==> src/rtl/qr_out_collector.sv <==
// qr_out_collector: captures one DIM x DIM frame of streamed Q/R beats from
// the QR CORDIC core into registers, flags completion, a non-upper-triangular
// R and dropped beats, and serves 1-cycle-latency random-access readback.
module qr_out_collector #(
  parameter int DIM     = 4,
  parameter int Q_WIDTH = 12,
  parameter int R_WIDTH = 12,
  parameter int AW      = 4
) (
  input  logic               clk,
  input  logic               rst,
  input  logic               qr_valid,
  input  logic [Q_WIDTH-1:0] qr_q,
  input  logic [R_WIDTH-1:0] qr_r,
  input  logic               rel,
  input  logic               rd_en,
  input  logic [AW-1:0]      rd_addr,
  output logic               rd_valid,
  output logic [Q_WIDTH-1:0] rd_q,
  output logic [R_WIDTH-1:0] rd_r,
  output logic               full,
  output logic               frame_done,
  output logic               tri_err,
  output logic               ovf
);

  localparam int DEPTH = DIM * DIM;
  // Row/col counters only need to reach DIM-1; keep at least one bit.
  localparam int RCW   = (DIM > 1) ? $clog2(DIM) : 1;

  typedef enum logic {
    S_FILL = 1'b0,
    S_FULL = 1'b1
  } state_t;

  state_t             state_q, state_d;
  logic [AW:0]        wcnt_q, wcnt_d;
  logic [RCW-1:0]     row_q, row_d;
  logic [RCW-1:0]     col_q, col_d;
  logic               tri_err_q, tri_err_d;
  logic               ovf_q, ovf_d;
  logic               frame_done_q, frame_done_d;
  logic               rd_valid_q, rd_valid_d;
  logic [Q_WIDTH-1:0] rd_q_q, rd_q_d;
  logic [R_WIDTH-1:0] rd_r_q, rd_r_d;
  logic [Q_WIDTH-1:0] qmem_q [DEPTH];
  logic [Q_WIDTH-1:0] qmem_d [DEPTH];
  logic [R_WIDTH-1:0] rmem_q [DEPTH];
  logic [R_WIDTH-1:0] rmem_d [DEPTH];

  // Next-state: frame capture FSM, counters, flags and storage update.
  always_comb begin
    state_d      = state_q;
    wcnt_d       = wcnt_q;
    row_d        = row_q;
    col_d        = col_q;
    tri_err_d    = tri_err_q;
    ovf_d        = ovf_q;
    frame_done_d = 1'b0;
    qmem_d       = qmem_q;
    rmem_d       = rmem_q;

    case (state_q)
      S_FILL: begin
        // rel is deliberately ignored while filling.
        if (qr_valid) begin
          qmem_d[wcnt_q[AW-1:0]] = qr_q;
          rmem_d[wcnt_q[AW-1:0]] = qr_r;
          if ((row_q > col_q) && (qr_r != '0)) begin
            tri_err_d = 1'b1;
          end
          wcnt_d = wcnt_q + 1'b1;
          if (col_q == RCW'(DIM - 1)) begin
            col_d = '0;
            row_d = (row_q == RCW'(DIM - 1)) ? '0 : row_q + 1'b1;
          end else begin
            col_d = col_q + 1'b1;
          end
          if (wcnt_q == (AW + 1)'(DEPTH - 1)) begin
            state_d      = S_FULL;
            frame_done_d = 1'b1;
          end
        end
      end
      S_FULL: begin
        // Storage frozen; a beat here is lost, even if released this edge.
        if (qr_valid) begin
          ovf_d = 1'b1;
        end
        if (rel) begin
          state_d   = S_FILL;
          wcnt_d    = '0;
          row_d     = '0;
          col_d     = '0;
          tri_err_d = 1'b0;
        end
      end
      default: state_d = S_FILL;
    endcase
  end

  // Readback: registered read of current (pre-write) contents; data holds when idle.
  always_comb begin
    rd_valid_d = rd_en;
    rd_q_d     = rd_q_q;
    rd_r_d     = rd_r_q;
    if (rd_en) begin
      if (int'(rd_addr) < DEPTH) begin
        rd_q_d = qmem_q[rd_addr];
        rd_r_d = rmem_q[rd_addr];
      end else begin
        rd_q_d = '0;
        rd_r_d = '0;
      end
    end
  end

  // State register with asynchronous reset of all control, output and storage flops.
  always_ff @(posedge clk or posedge rst) begin
    if (rst) begin
      state_q      <= S_FILL;
      wcnt_q       <= '0;
      row_q        <= '0;
      col_q        <= '0;
      tri_err_q    <= 1'b0;
      ovf_q        <= 1'b0;
      frame_done_q <= 1'b0;
      rd_valid_q   <= 1'b0;
      rd_q_q       <= '0;
      rd_r_q       <= '0;
      for (int i = 0; i < DEPTH; i++) begin
        qmem_q[i] <= '0;
        rmem_q[i] <= '0;
      end
    end else begin
      state_q      <= state_d;
      wcnt_q       <= wcnt_d;
      row_q        <= row_d;
      col_q        <= col_d;
      tri_err_q    <= tri_err_d;
      ovf_q        <= ovf_d;
      frame_done_q <= frame_done_d;
      rd_valid_q   <= rd_valid_d;
      rd_q_q       <= rd_q_d;
      rd_r_q       <= rd_r_d;
      qmem_q       <= qmem_d;
      rmem_q       <= rmem_d;
    end
  end

  assign full       = (state_q == S_FULL);
  assign frame_done = frame_done_q;
  assign tri_err    = tri_err_q;
  assign ovf        = ovf_q;
  assign rd_valid   = rd_valid_q;
  assign rd_q       = rd_q_q;
  assign rd_r       = rd_r_q;

endmodule

==> config.mk <==
export PLATFORM = sky130hd
export DESIGN_NAME = qr_out_collector
export DESIGN_NICKNAME = d
export VERILOG_FILES = /design/src/rtl/qr_out_collector.sv
export SDC_FILE = /design/constraint.sdc
export NUM_CORES = 1
export LEC_CHECK = 0
export CORE_AREA = 2 2 151 264
export CTS_BUF_LIST = sky130_fd_sc_hd__clkbuf_4 sky130_fd_sc_hd__clkbuf_8
export CTS_CLUSTER_DIAMETER = 200
export DETAILED_ROUTE_END_ITERATION = 12
export DIE_AREA = 0 0 153 266
export GPL_TIMING_DRIVEN = 0
export HOLD_SLACK_MARGIN = 0.02
export PLACE_DENSITY = 0.74
export SLEW_MARGIN = 20
export SYNTH_ARGS = -nofsm -noshare
export SYNTH_HDL_FRONTEND = slang
export SYNTH_SLANG_ARGS = --single-unit
==> constraint.sdc <==
create_clock -name clk -period 18.9 [get_ports clk]
set_clock_uncertainty 0.2 [all_clocks]
set_input_delay 2.835 -clock clk [delete_from_list [all_inputs] [get_ports clk]]
set_output_delay 2.835 -clock clk [all_outputs]
set_load 0.005 [all_outputs]
==> results.yml <==
pwr:
  total_leakage_power_nw: 9.686
  peakVddDrop_uv: 64.81
  netSwitchingPower_w: 0.0008643
  p_sw_share_pct: 27.20
  pwr-share-seq_pct: 47.6
  power_density_nw_per_um2: 146.5
  p_int_w: 0.002313
  pwr-share-clk_pct: 24.9
  power_frac_comb_pct: 27.5
logic_synthesis:
  synth_edf_count: 0
  synthTopCellsByArea: "dfrtp_1 55%, mux2_2 22%, mux4_2 11%, buf_6 1.9%, mux2i_1 1.5%"
  syn_nets: 1224
  yosysTopAreaCell: "dfrtp_1"
  synth.cell_area_um2: 19030
  ys.flop_type: "dfrtp_1"
  synth_warnings: 0
  ys_seq_area_share_pct: 55.49
  ys_ff_latch: 422
  synth_cells: 1182
  avgSynthCellArea_um2: 16.10
  synthArstFlopShare_pct: 100.0
  synth_top_area_share_pct: 55.49
  ys_types: 37
die:
  die_y_um: 266
  dieArea_um2: 40700
  core_um2: 38800
  io_pins: 62
  die_w_um: 153
  rows: 96
  start_util_pct: 49.06
clocking:
  h-tree-depth: 2
  cts_num_sinks: 422
  clock_latency_ns: 0.63
  cts_buffers: 59
  path_clk_slew_ns: 0.06
  cts-root-buf: "clkbuf_8"
  cts_hold_buffers: 0
  cts_tree: "yes"
  cts_setup_buffers: 0
  cts_buffer_depth: 3
  cts_resized: 0
placed_design:
  gp_congestion: 0.7964
  io_buffer_count: 59
  dpl_cell_area_um2: 20350
  post-place-ws_ns: 13.18
  hpwl_um: 32020
sta:
  final.period_utilization_pct: 26.23
  slew-limit-headroom_pct: 43.09
  min_period_ns: 4.957
  rsz0062_at_grt: "no"
  report.final.slew_viol_count: 0
  worstMarginPinSlew_ns: 0.8537
  finalSetupViolCount: 0
  worst_slack_ns: 13.94
  fmax_mhz: 201.7
  timing.hold.ws_ns: 0.2614
  hold_viol_final: 0
hold_path:
  hp-start: "ovf"
  holdPathStages: 1
  min_to: "ovf"
  hp-class: "reg -> reg"
global_routing:
  grt_use_met2_pct: 43.49
  grt_pass1_vias: 12200
  antenna_found_initial: 1
  groute.usage.overall_pct: 23.79
  grt_pass1_wl_um: 73220
  use_met1_pct: 27.36
  grt_max_degree: 109
  grtUsageMet3_pct: 2.944
  overflow: 0
  top_usage_layer: "met2"
critical_path:
  crit_path_max_fanout: 108
  cp-start-kind: "primary input"
  required_ns: 19.44
  reg2reg_depth: 4
  end_kind: "async pin"
  reg2reg_to: "rmem_q[153]"
  rrSetupSlack_ns: 16.62
  regToRegStartpoint: "wcnt_q[2]"
  path_class: "in -> async"
  worstPathArrival_ns: 5.50
routing:
  wire_per_inst_um: 25.46
  via_per_inst: 5.965
  drt_iter0_drc: 615
  drtAntennaViolNets: 0
  vias: 10980
  routed_wl_um: 46860
  drc: 0
  firstDrtPassIters: 5
final_layout:
  area_delta_synth_final_pct: 13.98
  nets: 1348
  drive_above_1_share_pct: 49.26
  nFillCells: 3076
  post-route-cell-area_um2: 21690
run:
  drv_cap: 0
run_status:
  status: "finished, final reports clean"
Yosys cell counts (2+ instances only):
| master | count |
|---|---|
| dfrtp_1 | 422 |
| mux2_2 | 376 |
| mux4_2 | 96 |
| clkbuf_1 | 39 |
| buf_6 | 32 |
| mux2i_1 | 29 |
| o22ai_1 | 27 |
| nor2_1 | 26 |
| a221oi_1 | 24 |
| buf_4 | 21 |
| nand2_2 | 16 |
| ha_1 | 9 |
| nand2_1 | 9 |
| mux2_1 | 8 |
| buf_2 | 7 |
| inv_1 | 7 |
| o21ai_0 | 6 |
| nor4_1 | 3 |
| a21o_1 | 2 |
| a21oi_1 | 2 |
| and2_1 | 2 |
| nand2b_1 | 2 |
| nor2b_1 | 2 |
| or2_2 | 2 |
final cells by class:
type                            count  area (µm²)  share of cell area, %
Timing Repair Buffer               63       700.7                  3.230
Sequential cell                   422       10560                  48.68
Tap cell                          490       613.1                  2.826
Multi-Input combinational cell    652        7735                  35.66
Clock buffer                       97        1216                  5.606
Clock inverter                      8       121.4                 0.5595
Buffer                            101       710.7                  3.276
Antenna cell                        1       2.502                0.01154
Inverter                            7       33.78                 0.1557
power by group through the flow:
stage	clock [W]	combinational [W]	sequential [W]
after floorplan	0	0.000688	0.00145
after global placement	0	0.000845	0.00150
after detailed placement	0	0.000883	0.00152
after CTS	0.000805	0.000885	0.00151
after global routing	0.000843	0.000942	0.00156
final	0.000791	0.000875	0.00151
worst max-delay path: stages:
cell and delay (ns):
clkdlybuf4s50_1 0.49, inv_8 0.34, buf_16 0.45, buf_16 0.39, buf_16 0.40, buf_16 0.39
worst max path at each step:
stage	start	to	slack, ns	cells past startpoint
after floorplan	rst	col_q[0]	4.12	1
after global placement	rst	rmem_q[92]	-0.18	2
after detailed placement	rst	rmem_q[42]	13.18	6
after CTS	rst	rmem_q[92]	13.85	6
after global routing	rst	rmem_q[92]	13.57	6
final	rst	rmem_q[43]	13.94	6
registers in the layout (all words and copies together) (netlist names):
| register | count |
|---|---|
| qmem_q | 192 |
| rmem_q | 192 |
| rd_q | 12 |
| rd_r | 12 |
| wcnt_q | 5 |
| col_q | 2 |
| row_q | 2 |
| frame_done | 1 |
| full | 1 |
| ovf | 1 |
| rd_valid | 1 |
| tri_err | 1 |
placed cells by master (no fill, tap or decap), drive strengths merged, types with 2 or more instances in the layout:
| cell | instances |
|---|---|
| dfrtp | 422 |
| mux2 | 384 |
| clkbuf | 137 |
| mux4 | 96 |
| buf | 65 |
| clkdlybuf4s50 | 59 |
| mux2i | 29 |
| o22ai | 27 |
| nor2 | 26 |
| nand2 | 25 |
| a221oi | 24 |
| ha | 9 |
| inv | 8 |
| o21ai | 6 |
| nor4 | 3 |
| bufinv | 3 |
| clkinv | 3 |
| nor2b | 2 |
| and2 | 2 |
| or2 | 2 |
| nand2b | 2 |
| a21o | 2 |
| a21oi | 2 |
kinds of logic after synthesis:
family	Yosys count	share of synthesized area, %
and+or+nand+nor	69	1.979
DFF	422	55.49
buffers and inverters	108	3.872
AOI/OAI and AO/OA	65	2.465
adders and majority gates	9	0.5917
muxes	509	35.61
layer usage:
| layer | vias to the layer above | share of wire [%] |
|---|---|---|
| met5 | - | 0 |
| met4 | 0 | 5.3 |
| met3 | 127 | 3.3 |
| met2 | 277 | 55 |
| met1 | 5898 | 37 |
| li1 | 4680 | - |
per-stage QoR:
stage | util [%] | power (W) | setup TNS [ns] | std cells
6_report | 55.91 | 0.003177 | 0 | 1841
2_1_floorplan | - | 0.002141 | 0 | 1182
3_5_place_dp | 52.46 | 0.002405 | 0 | 1735
3_3_place_gp | 52.16 | 0.002341 | -49.97 | 1731
4_1_cts | 55.91 | 0.003195 | 0 | 1840
5_1_grt | 55.91 | 0.003341 | 0 | 1841
No activity file was read; power rests on OpenSTA's default activity.
